File: config.mk
export PLATFORM = sky130hd
export DESIGN_NAME = wb_port_arbiter
export DESIGN_NICKNAME = d
export VERILOG_FILES = /design/src/rtl/wb_port_arbiter.sv
export SDC_FILE = /design/constraint.sdc
export NUM_CORES = 1
export LEC_CHECK = 0
export ABC_AREA = 0
export BUFFER_PORTS_ARGS = -buffer_cell sky130_fd_sc_hd__clkbuf_2
export CAP_MARGIN = 20
export CORE_MARGIN = 1.5
export CORE_UTILIZATION = 46
export DETAILED_ROUTE_END_ITERATION = 8
export GPL_ROUTABILITY_DRIVEN = 0
export GPL_TIMING_DRIVEN = 1
export PLACE_DENSITY = 0.85
export SKIP_LAST_GASP = 1
export SYNTH_ARGS = -nofsm -noshare
export SYNTH_HDL_FRONTEND = slang
export SYNTH_SLANG_ARGS = --single-unit
File: constraint.sdc
create_clock -name clk -period 3.8 [get_ports clk]
set_clock_uncertainty 0.05 [all_clocks]
set_input_delay 0.19 -clock clk [delete_from_list [all_inputs] [get_ports clk]]
set_output_delay 0.19 -clock clk [all_outputs]
set_load 0.05 [all_outputs]
File: src/rtl/wb_port_arbiter.sv
// Round-robin arbiter for the single register-file write port (four sources).
// Optional: define WB_ARB_ZERO_FILTER_EN to suppress write strobes to address 0.
module wb_port_arbiter #(
    parameter int DATA_W = 32,
    parameter int ADDR_W = 5
) (
    input  logic                  clk,
    input  logic                  rst,
    input  logic [3:0]            req,
    input  logic [4*ADDR_W-1:0]   req_addr,
    input  logic [4*DATA_W-1:0]   req_data,
    input  logic                  stall,
    output logic [3:0]            gnt,
    output logic [1:0]            sel,
    output logic                  wr_en,
    output logic [ADDR_W-1:0]     wr_addr,
    output logic [DATA_W-1:0]     wr_data
);

    logic [1:0]        ptr_q, ptr_d;
    logic [1:0]        sel_q, sel_d;
    logic              wr_en_q, wr_en_d;
    logic [ADDR_W-1:0] wr_addr_q, wr_addr_d;
    logic [DATA_W-1:0] wr_data_q, wr_data_d;

    logic [1:0]        win;
    logic              found;
    logic              xfer;
    logic [1:0]        idx;
    logic [ADDR_W-1:0] win_addr;
    logic [DATA_W-1:0] win_data;

    // Scan starting at the pointer; first requester found wins.
    always_comb begin
        win   = ptr_q;
        found = 1'b0;
        idx   = ptr_q;
        for (int k = 0; k < 4; k++) begin
            idx = ptr_q + 2'(k);
            if (!found && req[idx]) begin
                found = 1'b1;
                win   = idx;
            end
        end
    end

    always_comb begin
        win_addr = '0;
        win_data = '0;
        for (int i = 0; i < 4; i++) begin
            if (win == 2'(i)) begin
                win_addr = req_addr[i*ADDR_W +: ADDR_W];
                win_data = req_data[i*DATA_W +: DATA_W];
            end
        end
    end

    assign xfer = found && !stall && !rst;

    always_comb begin
        gnt = 4'b0000;
        if (xfer) begin
            gnt[win] = 1'b1;
        end
    end

    always_comb begin
        ptr_d     = ptr_q;
        sel_d     = sel_q;
        wr_en_d   = wr_en_q;
        wr_addr_d = wr_addr_q;
        wr_data_d = wr_data_q;
        if (!stall) begin
            wr_en_d = 1'b0;
            if (found) begin
                ptr_d     = win + 2'd1;
                sel_d     = win;
                wr_addr_d = win_addr;
                wr_data_d = win_data;
`ifdef WB_ARB_ZERO_FILTER_EN
                wr_en_d   = (win_addr != '0);
`else
                wr_en_d   = 1'b1;
`endif
            end
        end
    end

    always_ff @(posedge clk or posedge rst) begin
        if (rst) begin
            ptr_q     <= '0;
            sel_q     <= '0;
            wr_en_q   <= 1'b0;
            wr_addr_q <= '0;
            wr_data_q <= '0;
        end else begin
            ptr_q     <= ptr_d;
            sel_q     <= sel_d;
            wr_en_q   <= wr_en_d;
            wr_addr_q <= wr_addr_d;
            wr_data_q <= wr_data_d;
        end
    end

    assign sel     = sel_q;
    assign wr_en   = wr_en_q;
    assign wr_addr = wr_addr_q;
    assign wr_data = wr_data_q;

endmodule

==> impl_metrics.py, run 1 <==
metrics = {
    "pwr": {
        "max-vdd-ir-drop_uv": 643,
        "leakage_nw": 2.08,
        "powerDensity_nw_per_um2": 773,
    },
    "place": {
        "hpwlAfterDp_mm": 7.19,
        "io_buffers": 198,
    },
    "synth": {
        "synth_fp_nets": 541,
        "synth_xor_area_share_pct": 0,
        "synthAdderAreaFrac_pct": 1.65,
        "ys_ff_latch": 42,
        "avgSynthCellArea_um2": 7.95,
        "synth_seq_area_share_pct": 34.6,
        "synthSimpleGateAreaFrac_pct": 17.5,
        "synth.distinct_cells": 28,
        "syn-cell-area_um2": 3040,
        "synth_mux_area_share_pct": 0.742,
        "synth-compound-area-share_pct": 34.7,
        "synth_top_family_by_area": "compound AO/OA/AOI/OAI gates",
        "ys_warn_count": 0,
        "syn_inst": 382,
    },
    "clock_network": {
        "cts_tree": "built",
        "post-cts-setup-buffers": 0,
        "postCtsHoldBufs": 0,
        "clk_pin_slew_ns": 0.08,
        "clock-sinks": 42,
        "clockBufferDepth": 2,
        "cts_made_buffers": 5,
        "htree_levels": 2,
        "insertion_delay_ns": 0.28,
        "cts_root_buf": "clkbuf_8",
        "cts_resized": 0,
    },
    "sta": {
        "tightestPinTransition_ns": 0.929,
        "fmax_mhz": 344,
        "rsz0062_at_grt": "false",
        "slew_headroom_pct": 38.0,
        "finalCritPeriodShare_pct": 76.6,
        "hold_viol_final": 0,
        "slew_viol_final": 0,
        "setup_tns_ns": 0,
        "setup_violations": 0,
        "period_minus_slack_ns": 2.91,
        "whs_ns": 0.0397,
    },
    "final_layout": {
        "area_delta_synth_final_pct": 36.4,
        "nFillCells": 563,
        "mostFrequentLayoutCell": "clkbuf_2",
        "diodes": 0,
        "ff_latch_area_um2": 1050,
        "drive_gt1_share_pct": 39.9,
        "final_cell_mix": "clkbuf_2 (198), a21oi_1 (76), dfrtp_1 (42), inv_1 (39)",
        "multi_input_area_um2": 1670,
        "finalNetCount": 714,
    },
    "route": {
        "wl_per_cell_um": 15.6,
        "drt_iter0_markers": 181,
        "drt-total-wl_mm": 9.90,
        "drcViolationCount": 0,
        "postRouteAntennaNets": 0,
        "viasPerCell": 5.79,
        "vias": 3663,
        "firstDrtPassIters": 4,
    },
    "setup_path": {
        "crit_path_max_fanout": 38,
        "crit_path_end": "gnt[1]",
        "required_ns": 3.56,
        "cp_top_family": "simple AND/OR/NAND/NOR gates",
        "crit_start": "ptr_q[1]$_DFFE_PP0N_",
        "worst_setup_path_end_kind": "output port",
        "r2r_start": "ptr_q[1]$_DFFE_PP0N_",
        "critPathKind": "reg -> out",
        "critPathLaunchType": "register",
        "worstRegToRegCells": 8,
        "cp_data_arrival_time_ns": 2.67,
        "r2r_slack_ns": 0.99,
        "slowest_stage": "or4_1",
        "crit_cells": 7,
        "worstReg2RegEnd": "wr_data[28]$_DFFE_PP0N_",
        "critPathBufInv": 2,
        "slowest_delay_ns": 0.51,
        "cp_cell_sequence": "and3b_1 -> or4_1 -> and2_1 -> ha_2 -> buf_16 -> and3_1 -> clkbuf_2",
    },
    "die": {
        "die_y_um": 84.2,
        "initial_core_util_pct": 47.8,
        "rows": 29,
        "core_um2": 6350,
        "die_w_um": 84.2,
        "io_pins": 199,
        "die_area_um2": 7090,
    },
    "grt": {
        "grt_use_met2_pct": 48.7,
        "antenna_found_initial": 0,
        "grtUsageMet3_pct": 4.92,
        "grt_pass1_vias": 3560,
        "grt_overflow": 0,
        "grt_pass1_wl_mm": 16.0,
        "grt.busiest_layer": "met2",
        "met1_usage_pct": 33.9,
        "grt_max_degree": 76,
        "grt_usage_pct": 27.6,
    },
    "status": {
        "status": "finished clean",
    },
    "run": {
        "cap_viol_max_count": 0,
    },
    "worst_hold_path": {
        "hold_class": "in -> async",
    },
}
## worst register-to-register path, delay by kind of cell (launching register included)
family,cells,cell delay [ns]
compound gates,2,0.50
fa+ha+maj,1,0.39
buf+inv,1,0.27
flops,1,0.45
simple gates,4,1.08
## state kept, by name, indices dropped and copies added (netlist names)
name / count
wr_en: 1
sel: 2
wr_data: 32
wr_addr: 5
ptr_q: 2
## per-layer routing
metal | vias to the layer above | part of all wire [%]
met2 | 205 | 51
met4 | 0 | 1.2
met3 | 12 | 7.9
li1 | 1751 | -
met1 | 1695 | 40
met5 | - | 0
## how the worst min path moves through the flow
stage	startpoint	cells after the start	to	slack (ns)
floorplan	stall	1	sel[0]$_DFFE_PP0N_	0.24
global route	req_data[118]	3	wr_data[22]$_DFFE_PP0N_	0.08
CTS	rst	2	ptr_q[0]$_DFFE_PP0N_	0.07
detailed placement	rst	2	wr_data[24]$_DFFE_PP0N_	0.39
finish	rst	2	wr_addr[0]$_DFFE_PP0N_	0.04
global placement	rst	2	wr_data[29]$_DFFE_PP0N_	0.37
## power breakdown
group / total, mW / switching, mW / internal, mW / leakage, nW
combinational: 2.14 / 1.45 / 0.695 / 1.55
sequential: 0.761 / 0.120 / 0.641 / 0.482
clock: 0.294 / 0.147 / 0.147 / 0.0482
## Yosys cell counts
cell type  count  area, um^2
o31ai_1        1        7.51
nor2_1         2        7.51
inv_1         40         150
o21bai_1       1        7.51
a221o_1       37         370
o21ba_2        1        10.0
ha_1           4        50.1
nand2_1       38         143
a31oi_1       38         238
o41ai_1        1        8.76
o21ai_0        3        15.0
a21oi_1       76         380
and3_1         5        31.3
and2_1         1        6.26
buf_6          1        11.3
nand3_1        1        5.00
nor3_1         1        5.00
o21a_1         1        7.51
or4_1          2        15.0
nor2b_1        4        25.0
nor4_1         1        6.26
mux2_2         2        22.5
buf_2         13        65.1
and3b_1        1        8.76
clkbuf_1      27         101
nand3b_1      37         278
a41oi_1        1        8.76
dfrtp_1       42        1050
## logic make-up (layout without fill, tap and decap cells)
group	Yosys count	in the layout
and+or+nand+nor	93	93
DFF	42	42
AOI/OAI and AO/OA	160	160
muxes	2	2
adders and majority gates	4	4
buffers and inverters	81	255
## final cells by class
type                            instances  share of cell area (%)
Tap cell                               77                    2.33
Multi-Input combinational cell        259                    40.4
Sequential cell                        42                    25.4
Clock buffer                            7                    2.09
Clock inverter                          1                   0.121
Timing Repair Buffer                  207                    26.1
Inverter                               40                    3.63
## stage by stage
| stage | power [mW] | instances | util (%) | worst slack, ns | cell area [um^2] |
|---|---|---|---|---|---|
| 2_1_floorplan | 2.38 | 382 | - | 1.17 | 3040 |
| 6_report | 3.20 | 633 | 65.2 | 0.889 | 4140 |
| 3_5_place_dp | 2.87 | 624 | 63.3 | 0.968 | 4020 |
| 4_1_cts | 3.17 | 632 | 64.7 | 0.719 | 4110 |
| 3_3_place_gp | 2.82 | 624 | 63.3 | 1.04 | 4020 |
| 5_1_grt | 3.41 | 633 | 65.2 | 0.726 | 4140 |
Power figures use the tool's default switching activity.
==> run 2: changes to the inputs <==
--- a/config.mk
+++ b/config.mk
@@ -5,15 +5,15 @@
 export SDC_FILE = /design/constraint.sdc
 export NUM_CORES = 1
 export LEC_CHECK = 0
-export ABC_AREA = 0
+export ABC_AREA = 1
 export BUFFER_PORTS_ARGS = -buffer_cell sky130_fd_sc_hd__clkbuf_2
 export CAP_MARGIN = 20
 export CORE_MARGIN = 1.5
-export CORE_UTILIZATION = 46
+export CORE_UTILIZATION = 39
 export DETAILED_ROUTE_END_ITERATION = 8
 export GPL_ROUTABILITY_DRIVEN = 0
 export GPL_TIMING_DRIVEN = 1
-export PLACE_DENSITY = 0.85
+export PLACE_DENSITY = 0.76
 export SKIP_LAST_GASP = 1
 export SYNTH_ARGS = -nofsm -noshare
 export SYNTH_HDL_FRONTEND = slang
==> constraint.sdc (replaced) <==
create_clock -name clk -period 2.65 [get_ports clk]
set_clock_uncertainty 0.05 [all_clocks]
set_input_delay 0.1325 -clock clk [delete_from_list [all_inputs] [get_ports clk]]
set_output_delay 0.1325 -clock clk [all_outputs]
set_load 0.05 [all_outputs]
==> run 2 against run 1 <==
The flow now finishes with violations (setup timing). Cell area up 20%. Routed wire length up 28%. Synthesized cell count up 20%. Critical path depth up 14. Critical endpoint is now wr_data[28]$_DFFE_PP0N_.
==> impl_metrics.py, run 2 <==
metrics = {
    "synth": {
        "ys_warn_count": 0,
        "ys.flop_type": "dfrtp_1",
        "synth_xor_area_share_pct": 0.293,
        "synth_top_cells_by_count": "nand2_1 (193), dfrtp_1 (42), nand3_1 (42), o21ai_0 (40)",
        "synth.distinct_cells": 20,
        "avgSynthCellArea_um2": 6.54,
        "synth_top_area_share_pct": 35.2,
        "synth_edf_count": 0,
        "synth_mux_area_share_pct": 0,
        "async_flop_share_pct": 100,
        "synth_area_leaders": "dfrtp_1 (35%), nand2_1 (24%), o211ai_1 (9.3%)",
        "synth_top_family_by_area": "simple AND/OR/NAND/NOR gates",
        "synthSimpleGateAreaFrac_pct": 32.4,
        "synth-compound-area-share_pct": 23.2,
        "synthAdderAreaFrac_pct": 1.68,
        "syn-cell-area_um2": 2990,
        "synth_seq_area_share_pct": 35.2,
        "ys_ff_latch": 42,
        "synth_fp_nets": 616,
        "yosys.area.top_type": "dfrtp_1",
        "yosysMostFrequentCell": "nand2_1",
        "syn_inst": 457,
    },
    "route": {
        "firstDrtPassIters": 5,
        "viasPerCell": 5.39,
        "drt-total-wl_mm": 12.7,
        "vias": 4149,
        "drcViolationCount": 0,
        "postRouteAntennaNets": 0,
        "drt_iter0_markers": 214,
        "wl_per_cell_um": 16.5,
    },
    "worst_hold_path": {
        "hold_class": "in -> reg",
    },
    "sta": {
        "hold_viol_final": 0,
        "whs_ns": 0.00297,
        "fin_ws_ns": -0.0859,
        "finalCritPeriodShare_pct": 103,
        "period_minus_slack_ns": 2.74,
        "slew_headroom_pct": 51.0,
        "rsz0062_at_grt": "true",
        "setup_violations": 27,
        "tightestPinTransition_ns": 0.734,
        "fmax_mhz": 366,
        "slew_viol_final": 0,
        "setup_tns_ns": -1.12,
    },
    "final_layout": {
        "ff_latch_area_um2": 1050,
        "largest_register_ffs": 32,
        "area_delta_synth_final_pct": 66.4,
        "mostFrequentLayoutCell": "clkbuf_2",
        "multi_input_area_um2": 2010,
        "finalNetCount": 828,
        "nFillCells": 612,
        "final_cell_mix": "clkbuf_2 (194), nand2_1 (173), dfrtp_1 (41), o211ai_1 (37)",
        "drive_gt1_share_pct": 47.0,
    },
    "die": {
        "die_y_um": 90.5,
        "core_um2": 7330,
        "die_w_um": 90.5,
        "rows": 31,
        "die_area_um2": 8200,
        "initial_core_util_pct": 40.8,
        "io_pins": 199,
    },
    "clock_network": {
        "insertion_delay_ns": 0.30,
        "cts_root_buf": "clkbuf_8",
        "clock-sinks": 42,
        "clk_pin_slew_ns": 0.09,
        "htree_levels": 2,
        "cts_tree": "built",
        "cts_made_buffers": 5,
        "clockBufferDepth": 2,
    },
    "setup_path": {
        "critPathLaunchType": "register",
        "required_ns": 2.78,
        "critPathMostFrequentCell": "nand2_1",
        "slowest_delay_ns": 0.39,
        "crit_path_max_fanout": 7,
        "slowest_stage": "dfrtp_1",
        "critPathKind": "reg -> reg",
        "cp_cell_sequence": "buf_6 -> nand2_1 -> nand2_1 -> nand2_1 -> nand2_2 -> inv_2 -> nand2_4 -> nor2_4 -> nand2_1 -> nand2_2 -> nand2_4 -> buf_12 -> ha_4 -> buf_12 -> buf_4 -> nand3_1 -> nand2_1 -> o21ai_1 -> nand2_1 -> o211ai_1 -> nand2_1",
        "critPathBufInv": 5,
        "worst_setup_path_end_kind": "register",
        "cp_top_family": "simple AND/OR/NAND/NOR gates",
        "cp_data_arrival_time_ns": 2.87,
    },
    "grt": {
        "grt_max_degree": 43,
        "grt_pass1_wl_mm": 18.3,
        "grt_usage_pct": 28.1,
        "grt_pass1_vias": 3747,
        "grt_overflow": 0,
        "antenna_found_initial": 1,
    },
    "status": {
        "violations": "setup timing",
        "status": "finished with violations",
    },
    "place": {
        "io_buffers": 198,
        "pre_cts_ws_ns": -0.0974,
        "hpwlAfterDp_mm": 7.78,
    },
    "run": {
        "cap_viol_max_count": 0,
    },
}
-- run 2: changes by cell type in the layout (fill, tap and decap cells not counted), moves of 16 or more --
cell | previous run | this run
o21ai_0 | 3 | 19
a31oi_1 | 38 | 0
a221o_1 | 37 | 0
nand3_1 | 1 | 30
inv_1 | 39 | 2
a21oi_1 | 76 | 30
buf_4 | 8 | 26
o211ai_1 | 0 | 37
nand2_1 | 38 | 173
o21ai_1 | 0 | 19
nand3b_1 | 37 | 0
-- run 2: per-layer routing --
metal  up-vias  GRT usage, %  part of all wire (%)
met4         0          10.7                   3.4
li1       1958             -                     -
met3        44          5.98                   9.1
met1      1884          32.9                    39
met2       263          49.9                    48
met5         -             0                     0
-- run 2: tightest hold or removal path, cell delays in order --
cell and delay [ns]:
clkbuf_2 0.07, o211ai_1 0.07, nand2_1 0.06
-- run 2: worst paths after layout --
path                                    startpoint                      end  slack (ns)  cells past startpoint
setup / recovery              ptr_q[0]$_DFFE_PP0N_  wr_data[28]$_DFFE_PP0N_       -0.09                     21
max in group asynchronous                      rst     ptr_q[1]$_DFFE_PP0N_        1.63                      4
hold / removal                       req_data[106]  wr_data[10]$_DFFE_PP0N_       0.003                      3
setup reg to reg              ptr_q[0]$_DFFE_PP0N_  wr_data[28]$_DFFE_PP0N_       -0.09                     21
min in group asynchronous                      rst   wr_data[4]$_DFFE_PP0N_        0.49                      4
hold reg to reg            wr_data[16]$_DFFE_PP0N_  wr_data[16]$_DFFE_PP0N_        0.43                      2
-- run 2: stage by stage --
stage / cell area [um^2] / instances / util [%]
6_report: 4970 / 770 / 67.8
5_1_grt: 4970 / 770 / 67.8
4_1_cts: 4520 / 755 / 61.6
3_5_place_dp: 4150 / 734 / 56.6
3_3_place_gp: 4150 / 734 / 56.6
2_1_floorplan: 3000 / 457 / -
-- run 2: cell families after synthesis --
logic type,after synthesis
fa+ha+maj,4
buf+inv,50
xor+xnor,1
flops,42
simple gates,242
compound gates,118
-- run 2: timing repair --
action,CTS,global route
gates cloned,4,2
buffers inserted,8,12
hold buffers,1,0
pin swaps,1,47
gates resized for setup,17,104
endpoints found under the hold margin,42,0
setup endpoints to repair,41,41
-- run 2: area by class of cell --
class	instances	area share, %
Antenna cell	1	0.0503
Clock buffer	5	1.38
Clock inverter	3	0.805
Inverter	13	1.46
Multi-Input combinational cell	365	40.4
Sequential cell	42	21.2
Tap cell	99	2.49
Timing Repair Buffer	242	32.3
Power of run 2 is not shown: default switching activity piles up to over one toggle a cycle in this logic, so the estimate is an artifact.
==> run 3: changes to the inputs <==
--- a/config.mk
+++ b/config.mk
@@ -14,6 +14,7 @@
 export GPL_ROUTABILITY_DRIVEN = 0
 export GPL_TIMING_DRIVEN = 1
 export PLACE_DENSITY = 0.76
+export RECOVER_POWER = 50
 export SKIP_LAST_GASP = 1
 export SYNTH_ARGS = -nofsm -noshare
 export SYNTH_HDL_FRONTEND = slang
==> run 3 against run 2 <==
Cell area decreased by 0.18%. Fmax about the same. The flow still finishes with violations (setup timing). Highest routed layer unchanged. Critical path type unchanged. Critical path depth is the same. Die area stayed put. Via count hardly changed. Core utilization is 0.12 points lower. Hold slack got worse by 0.00072 ns. First-iteration DRC count rose by 3.3%.
==> impl_metrics.py, run 3 (synthesis gave the netlist of run 2 again) <==
metrics = {
    "sta": {
        "setup_violations": 26,
        "fin_ws_ns": -0.0842,
        "fmax_mhz": 366,
        "rsz0062_at_grt": "true",
        "slew_viol_final": 0,
        "hold_viol_final": 0,
        "slew_headroom_pct": 27.0,
        "period_minus_slack_ns": 2.73,
        "whs_ns": 0.00225,
        "tightestPinTransition_ns": 1.09,
        "finalCritPeriodShare_pct": 103,
    },
    "grt": {
        "grt_pass1_vias": 3747,
        "grt_usage_pct": 28.1,
        "grt_overflow": 0,
        "grt_pass1_wl_mm": 18.3,
        "grt_max_degree": 43,
        "antenna_found_initial": 1,
    },
    "die": {
        "io_pins": 199,
        "die_area_um2": 8200,
        "rows": 31,
        "die_w_um": 90.5,
        "initial_core_util_pct": 40.8,
        "die_y_um": 90.5,
        "core_um2": 7330,
    },
    "setup_path": {
        "cp_data_arrival_time_ns": 2.88,
        "critPathLaunchType": "register",
        "worst_setup_path_end_kind": "register",
        "critPathKind": "reg -> reg",
        "required_ns": 2.80,
        "crit_start": "ptr_q[0]$_DFFE_PP0N_",
        "r2r_start": "ptr_q[0]$_DFFE_PP0N_",
        "crit_path_max_fanout": 7,
    },
    "place": {
        "hpwlAfterDp_mm": 7.78,
        "io_buffers": 198,
    },
    "clock_network": {
        "insertion_delay_ns": 0.30,
        "clock-sinks": 42,
        "clk_pin_slew_ns": 0.09,
        "clockBufferDepth": 2,
        "cts_tree": "built",
        "cts_made_buffers": 5,
        "cts_root_buf": "clkbuf_8",
        "htree_levels": 2,
    },
    "route": {
        "viasPerCell": 5.39,
        "vias": 4150,
        "firstDrtPassIters": 5,
        "drcViolationCount": 0,
        "wl_per_cell_um": 16.5,
        "drt_iter0_markers": 221,
        "postRouteAntennaNets": 0,
        "drt-total-wl_mm": 12.7,
    },
    "final_layout": {
        "final_cell_mix": "clkbuf_2 (190), nand2_1 (173), dfrtp_1 (41), o211ai_1 (37)",
        "mostFrequentLayoutCell": "clkbuf_2",
        "finalNetCount": 828,
        "drive_gt1_share_pct": 46.1,
        "largest_register_ffs": 32,
        "area_delta_synth_final_pct": 66.1,
    },
    "status": {
        "status": "finished with violations",
        "violations": "setup timing",
    },
    "worst_hold_path": {
        "hold_class": "in -> reg",
        "min_from": "req_data[106]",
    },
    "run": {
        "cap_viol_max_count": 0,
    },
}
run 3: final cells by class:
| cell class | count | area [um^2] |
|---|---|---|
| Clock buffer | 5 | 68.8 |
| Tap cell | 99 | 124 |
| Fill cell | 618 | 2370 |
| Antenna cell | 1 | 2.50 |
| Clock inverter | 3 | 40.0 |
| Sequential cell | 42 | 1050 |
| Multi-Input combinational cell | 365 | 2010 |
| Timing Repair Buffer | 242 | 1600 |
| Inverter | 13 | 72.6 |
run 3: worst paths after layout:
path,end,slack (ns),cells past startpoint
setup / recovery,wr_data[4]$_DFFE_PP0N_,-0.08,21
hold / removal,wr_data[10]$_DFFE_PP0N_,0.002,3
setup reg to reg,wr_data[4]$_DFFE_PP0N_,-0.08,21
hold reg to reg,wr_addr[2]$_DFFE_PP0N_,0.43,2
max in group asynchronous,ptr_q[1]$_DFFE_PP0N_,1.08,4
min in group asynchronous,wr_data[4]$_DFFE_PP0N_,0.72,4
run 3: per-stage QoR:
stage / worst slack (ns) / TNS, ns / instance area (um^2) / cells / utilization, %
floorplan: -0.126 / -0.126 / 3000 / 457 / -
global placement: 0.113 / 0 / 4150 / 734 / 56.6
detailed placement: -0.0974 / -2.09 / 4150 / 734 / 56.6
CTS: -0.0236 / -0.0335 / 4520 / 755 / 61.6
global route: -0.254 / -7.22 / 4960 / 770 / 67.7
finish: -0.0842 / -1.06 / 4960 / 770 / 67.7
run 3: critical path, cell delays in order, from the launching register on:
cell,delay [ns]
dfrtp_1,0.39
buf_6,0.14
nand2_1,0.09
nand2_1,0.07
nand2_1,0.11
nand2_2,0.10
inv_2,0.10
nand2_4,0.07
nor2_4,0.09
nand2_1,0.11
nand2_2,0.12
nand2_4,0.09
buf_12,0.14
ha_4,0.18
buf_12,0.14
buf_4,0.16
nand3_1,0.09
nand2_1,0.06
o21ai_1,0.07
nand2_1,0.06
o211ai_1,0.09
nand2_1,0.08
run 3: timing repair:
item                       CTS  global route
setup buffers                8            12
hold buffers                 1             0
gates cloned                 4             2
pin swaps                    1            47
setup endpoints to repair   41            41
resized for setup           17           104
hold endpoints to repair    42             0
run 3: metal layers:
| metal | vias up | GRT usage [%] | wire, um |
|---|---|---|---|
| met5 | - | 0 | 0 |
| met4 | 0 | 10.7 | 454 |
| met3 | 54 | 5.98 | 1260 |
| met2 | 271 | 49.9 | 6130 |
| met1 | 1867 | 32.9 | 4900 |
| li1 | 1958 | - | - |
Power of run 3 is left out for the same reason.
